<file path="src/rtl/serial_ripple_subtractor.sv">
// rtl/serial_ripple_subtractor.sv - bit-serial ripple-borrow subtractor, D = X - Y - Bin, LSB first
module serial_ripple_subtractor #(
    parameter int WIDTH = 4
) (
    input  logic             clk,
    input  logic             rst,
    input  logic             in_valid,
    output logic             in_ready,
    input  logic [WIDTH-1:0] x,
    input  logic [WIDTH-1:0] y,
    input  logic             bin,
    output logic             out_valid,
    input  logic             out_ready,
    output logic [WIDTH-1:0] d,
    output logic             bout,
    output logic             ovf
);

    // Counter wide enough to index WIDTH-1; at least one bit so WIDTH=1 still elaborates.
    localparam int CW = (WIDTH > 1) ? $clog2(WIDTH) : 1;

    typedef enum logic [1:0] {
        IDLE,
        RUN,
        DONE
    } state_t;

    state_t           state_q;
    logic [WIDTH-1:0] xs_q;
    logic [WIDTH-1:0] ys_q;
    logic [WIDTH-1:0] acc_q;
    logic [CW-1:0]    cnt_q;
    logic             borrow_q;
    logic             xmsb_q;
    logic             ymsb_q;
    logic             in_ready_q;
    logic             out_valid_q;
    logic [WIDTH-1:0] d_q;
    logic             bout_q;
    logic             ovf_q;

    logic             di_d;
    logic             borrow_d;
    logic [WIDTH-1:0] di_msb;
    logic [WIDTH-1:0] acc_d;

    // Single full-subtractor cell on the current LSBs, plus the accumulator with the new bit at the MSB.
    always_comb begin
        di_d             = xs_q[0] ^ ys_q[0] ^ borrow_q;
        borrow_d         = (~xs_q[0] & ys_q[0]) | (~(xs_q[0] ^ ys_q[0]) & borrow_q);
        di_msb           = '0;
        di_msb[WIDTH-1]  = di_d;
        acc_d            = (acc_q >> 1) | di_msb;
    end

    // Control FSM and datapath; the partial difference lives in acc_q so d only changes when a result completes.
    always_ff @(posedge clk) begin
        if (rst) begin
            state_q     <= IDLE;
            xs_q        <= '0;
            ys_q        <= '0;
            acc_q       <= '0;
            cnt_q       <= '0;
            borrow_q    <= 1'b0;
            xmsb_q      <= 1'b0;
            ymsb_q      <= 1'b0;
            in_ready_q  <= 1'b1;
            out_valid_q <= 1'b0;
            d_q         <= '0;
            bout_q      <= 1'b0;
            ovf_q       <= 1'b0;
        end else begin
            case (state_q)
                IDLE: begin
                    if (in_valid) begin
                        xs_q       <= x;
                        ys_q       <= y;
                        borrow_q   <= bin;
                        cnt_q      <= '0;
                        acc_q      <= '0;
                        xmsb_q     <= x[WIDTH-1];
                        ymsb_q     <= y[WIDTH-1];
                        in_ready_q <= 1'b0;
                        state_q    <= RUN;
                    end
                end
                RUN: begin
                    xs_q     <= xs_q >> 1;
                    ys_q     <= ys_q >> 1;
                    borrow_q <= borrow_d;
                    acc_q    <= acc_d;
                    cnt_q    <= cnt_q + 1'b1;
                    if (cnt_q == CW'(WIDTH - 1)) begin
                        d_q         <= acc_d;
                        bout_q      <= borrow_d;
                        // Overflow only possible when operand signs differ and the result sign leaves the minuend's.
                        ovf_q       <= (xmsb_q != ymsb_q) && (acc_d[WIDTH-1] != xmsb_q);
                        out_valid_q <= 1'b1;
                        state_q     <= DONE;
                    end
                end
                DONE: begin
                    if (out_ready) begin
                        out_valid_q <= 1'b0;
                        in_ready_q  <= 1'b1;
                        state_q     <= IDLE;
                    end
                end
                default: begin
                    state_q <= IDLE;
                end
            endcase
        end
    end

    assign in_ready  = in_ready_q;
    assign out_valid = out_valid_q;
    assign d         = d_q;
    assign bout      = bout_q;
    assign ovf       = ovf_q;

endmodule

</file>
<file path="config.mk">
export PLATFORM = sky130hd
export DESIGN_NAME = serial_ripple_subtractor
export DESIGN_NICKNAME = d
export VERILOG_FILES = /design/src/rtl/serial_ripple_subtractor.sv
export SDC_FILE = /design/constraint.sdc
export NUM_CORES = 1
export LEC_CHECK = 0
export ABC_AREA = 0
export BUFFER_PORTS_ARGS = -buffer_cell sky130_fd_sc_hd__buf_2
export CAP_MARGIN = 0
export CELL_PAD_IN_SITES_DETAIL_PLACEMENT = 0
export CELL_PAD_IN_SITES_GLOBAL_PLACEMENT = 1
export CORE_ASPECT_RATIO = 1.5
export CORE_MARGIN = 5
export CORE_UTILIZATION = 40
export DETAILED_ROUTE_END_ITERATION = 10
export PLACE_DENSITY = 0.8
export SLEW_MARGIN = 20
export SYNTH_ARGS = -nofsm -noshare
export SYNTH_HDL_FRONTEND = slang
export SYNTH_SLANG_ARGS = --single-unit
</file>
<file path="constraint.sdc">
create_clock -name clk -period 2.9 [get_ports clk]
set_input_delay 0.435 -clock clk [delete_from_list [all_inputs] [get_ports clk]]
set_output_delay 0.435 -clock clk [all_outputs]
set_load 0.005 [all_outputs]
</file>
======== Word-level counts from Yosys, hierarchy flattened ========
Index checks and enable logic that the tools add are counted.
word-level totals
  bits in registers ....................... 27
  output and inout bits ................... 8
  word-level logic and storage cells ...... 61
  bits of input ports ..................... 13
  ROM bits ................................ 0
  memories kept ........................... 0
  RAM bits ................................ 0
  latch bits .............................. 0
operators by class
  multipliers ............................. 0
  eq/ne operators ......................... 8
  div/mod/pow operators ................... 0
  shifts and indexed selects .............. 0
  bitwise gates (word level) .............. 8
  mux-type cells .......................... 20
  add/sub/neg operators ................... 1
  reduce and logical (&&, ||, !) cells .... 11
  magnitude comparators ................... 0
operators by type and width
  kind                                                                    count
  4-bit case mux with 2 select lines                                      3
  4-bit 2-to-1 mux                                                        3
  3-bit AND reduction                                                     3
  2-bit 2-to-1 mux                                                        4
  2-bit inequality test (second input constant)                           3
  1-bit case mux with 2 select lines                                      3
  2-bit case mux with 3 select lines                                      1
  2-bit AND reduction                                                     3
  2-bit nonzero test                                                      3
  1-bit 2-to-1 mux                                                        5
  2-bit equality test (second input constant)                             2
  3-bit by 4-bit OR with 4-bit output                                     1
  2-bit case mux with 2 select lines                                      1
  2-bit by 1-bit adder with 2-bit output (second input constant)          1
  1-bit AND                                                               2
  2-bit by 1-bit equality test with 1-bit output (second input constant)  1
  2-bit logical NOT                                                       1
  1-bit inequality test                                                   2
  1-bit inverter                                                          2
  1-bit bitwise XOR                                                       2
  1-bit logical AND                                                       1
  1-bit OR                                                                1

======== Depth between registers and ports, before layout ========
  depth after elaboration ................. 5
  mapped depth ............................ 5
  depth with buffers taken out ............ 5

======== Least setup slack after synthesis ========
OpenSTA, ideal clock, no wires.
  kind .................................... flip-flop to flip-flop
  from .................................... reg ys_q[0]
  to ...................................... reg ovf_q, in the netlist ovf
  data arrival time ....................... 1188 ps
  clock period less this slack ............ 1321 ps
  data required time ...................... 2767 ps
  stages on the path, launching flop included .. 6
  buffers on the path ..................... 0
  setup time .............................. 133 ps
  path slack .............................. 1579 ps
  cell sequence ........................... dfxtp_1 -> inv_1 -> fa_1 -> nor2_1 -> a21oi_1 -> a211oi_2
on the way
  longest elaborated chain between the ends .. 5
ends and longest elaborated chain
  element                              line  text
  from (decl)                          30    logic [WIDTH-1:0] ys_q;
  from (signal assigned)               77    ys_q <= y;
  from (signal assigned)               89    ys_q <= ys_q >> 1;
  1-bit bitwise XOR (2 in series)      49    di_d = xs_q[0] ^ ys_q[0] ^ borrow_q;
  3-bit by 4-bit OR with 4-bit output  53    acc_d = (acc_q >> 1) | di_msb;
  net acc_d[3]                         45    logic [WIDTH-1:0] acc_d;
  1-bit inequality test                97    ovf_q <= (xmsb_q != ymsb_q) && (acc_d[WIDTH-1] != xmsb_q);
  1-bit logical AND                    97
  to (signal assigned)                 97
  to (decl)                            40    logic ovf_q;
The timed path passes the listed nets, and every way through them passes these cells.
A chain may end at the register's enable or synchronous reset.

======== Worst setup path after layout ========
  from .................................... reg state_q[0]
  to ...................................... reg bout_q, in the netlist bout
on the way
  longest elaborated chain between the ends .. 2
ends and longest elaborated chain
  element                                         line  text
  from (decl)                                     28    state_t state_q;
  from (signal assigned)                          59    state_q <= IDLE;
  from (signal assigned)                          84    state_q <= RUN;
  from (signal assigned)                          99    state_q <= DONE;
  2-bit by 1-bit equality test with 1-bit output  73    case (state_q)
  2-bit AND reduction (no line)                   n/a
  to (signal assigned)                            95    bout_q <= borrow_d;
  to (decl)                                       39    logic bout_q;
Every way passes these cells.

==> summary.md <==
| Metric | Value |
|---|---|
| Status | `completed` |
| Gr usage total | `0.1185` |
| Commonest non-fill, non-tap cell in the layout | `dfxtp_1` |
| Crit path DAT | `2.04 ns` |
| Pre-antenna DRT Iters | `4` |
| Clk slew on worst S/H paths | `0.08 ns` |
| Die area | `3871 sq um` |
| Fin nets | `144` |
| CTS buffer count | `3` |
| CP startpoint kind | `flip-flop` |
| Mapped Avg Cell Area | `9.674 sq um` |
| Final Hold Vio Count | `0` |
| Initial Util | `0.4093` |
| Worst slew margin | `0.5547` |
| Max-cap violations | `0` |
| Clock Tree Buf Depth | `2` |
| Top post-synthesis cells by area | `dfxtp_1 (48%), mux2i_1 (9.2%), nor2_1 (6.2%), a211oi_1 (4.8%), a21oi_1 (4.2%)` |
| Most frequent cells in the layout | `dfxtp_1 (26), buf_2 (20), nor2_1 (18), mux2i_1 (10), a21oi_1 (9)` |
| Worst ir drop on vdd | `0.3088 mV` |
| Initial drt markers | `23` |
| Setup Fix Bufs, Post-CTS | `0` |
| Post-synth EDFFs | `0` |
| I/O pin total | `21` |
| Row cnt | `23` |
| Count of pins over their slew limit | `0` |
| Setup TNS | `0 ns` |
| Vias in the first global route | `803` |
| Grt ovf | `0` |
| Post-synth top flop | `dfxtp_1` |
| Post-route ant nets | `0` |
| CTS tree | `yes` |
| Total number of vias | `817` |
| H-Tree Depth | `1` |
| DRC | `0` |
| Seq/Total Area, Yosys | `0.4804` |
| Vias per inst | `4.952` |
| First-pass GRT wire length | `3484 um` |
| GP Congestion | `0.6661` |
| Minimum clock period | `1.863 ns` |
| Post-synth top area cell | `dfxtp_1` |
| Highest metal layer with signal wires | `met4` |
| Share of cells above drive strength 1 | `0.2266` |
| Yosys warnings | `0` |
| Synthesized flop and latch total | `26` |
| DR WL/cell | `12.08 um` |
| Hold_ws | `0.4221 ns` |
| Final setup violation count | `0` |
| Hold_buf cts | `0` |
| Total wire length | `1993 um` |
| Initial antenna violation count | `0` |
| Fin crit share | `0.6424` |
| Leakage Power | `0.5104 nW` |
| Synthesized area | `1084 sq um` |
| Final clock skew | `0.002540 ns` |
| Critical path peak fanout | `17` |
| Post-DP HPWL | `1490 um` |
| HP Class | `input port to flip-flop` |
| Async S/R FF share, synth | `0` |
| Sink Count | `26` |
| Detail Route met3 WL | `90 um` |
| Mapped Cells | `112` |
| Synthesized Nets | `127` |
| Area growth, synth to finish | `14.20%` |
| Routed wl met2 | `982 um` |
| # diodes | `0` |
| Slew @ Worst Pin | `0.6665 ns` |
| Fin area | `1237 sq um` |
| RSZ-0062 raised after global routing | `false` |
| Post_cts resized | `0` |
| Post-DP Area | `1182 sq um` |
| Core area | `2648 sq um` |
| Power per cell area | `561.1 nW/um^2` |
| Clock root buffer | `clkbuf_8` |
| CP required | `3.08 ns` |
| Reg-to-reg setup timing slack | `1.04 ns` |
| CP Class | `flip-flop to flip-flop` |
| Largest net degree at the start of global routing | `27` |
| Vert. Die Dim | `73.75 um` |
| Port buffer count | `20` |
| Max Fclk | `0.5368 GHz` |
| Worst Setup End Kind | `flip-flop` |
| Number of distinct library cells after synthesis | `30` |
| Die X | `52.50 um` |
| Top cell type's share of synthesized area | `0.4804` |
| Worst-Skew Late Latency | `0.26 ns` |
| Wl on met1 | `903 um` |
-- worst max-delay path: stages (launching register included) --
cell and delay, ns:
dfxtp_1 0.74, nor2b_1 0.63, a21oi_1 0.16, a311oi_1 0.25
-- through the flow --
stage	worst slack, ns	utilization	cells	power (mW)
floorplan	1.579	-	112	0.4572
detailed placement	1.077	0.4466	161	0.4772
finish	1.037	0.4674	165	0.6943
global route	0.7858	0.4674	165	0.7315
CTS	1.053	0.4674	165	0.7064
global placement	1.115	0.4466	161	0.4751
-- synth_stat cells (2+ instances only) --
cell      count
mux2i_1      10
nand3_1       3
nor2_1       18
a22oi_1       6
buf_2         2
nand2_1       4
nand3b_1      2
nor2b_1       2
inv_1         2
buf_4         2
nand2b_1      2
a211oi_1      7
a21oi_1       9
dfxtp_1      26
clkbuf_1      2
-- power breakdown --
part	switching, mW	total, mW	internal (mW)
clock network	0.106	0.227	0.121
logic	0.0411	0.0778	0.0367
registers	0.0148	0.390	0.375
-- state kept, by name (all words and copies together) (netlist names) --
register,count
acc_q,3
borrow_q,1
bout,1
cnt_q,2
d,4
in_ready,1
out_valid,1
ovf,1
state_q,2
xmsb_q,1
xs_q,4
ymsb_q,1
ys_q,4
-- metal layers --
metal,vias up,GRT usage
li1,429,-
met1,373,0.1357
met2,13,0.2003
met3,2,0.03245
met4,0,0.05398
met5,-,0
-- final cells by class --
class                      count  area (sq um)
fill                         286          1410
sequential                    26         520.5
multi-input combinational     75         504.2
timing repair buffer          20         100.1
clock buffer                   4         55.05
tap                           37         46.29
inverter                       3         11.26
-- worst paths after layout --
kind / from / endpoint / cells past startpoint
max: state_q[0]$_SDFFE_PP0P_ / bout$_SDFFE_PP0P_ / 3
min: y[3] / ymsb_q$_SDFFE_PP0P_ / 3
max reg2reg: state_q[0]$_SDFFE_PP0P_ / bout$_SDFFE_PP0P_ / 3
min reg2reg: d[2]$_SDFFE_PP0P_ / d[2]$_SDFFE_PP0P_ / 2
-- cell families after synthesis --
family	count (synthesis)	synth area share
AOI/OAI and AO/OA	30	0.1986
muxes	10	0.09238
adders and majority gates	2	0.03002
buffers and inverters	11	0.05427
and+or+nand+nor	33	0.1443
DFF	26	0.4804
(Power assumes the default switching activity.)
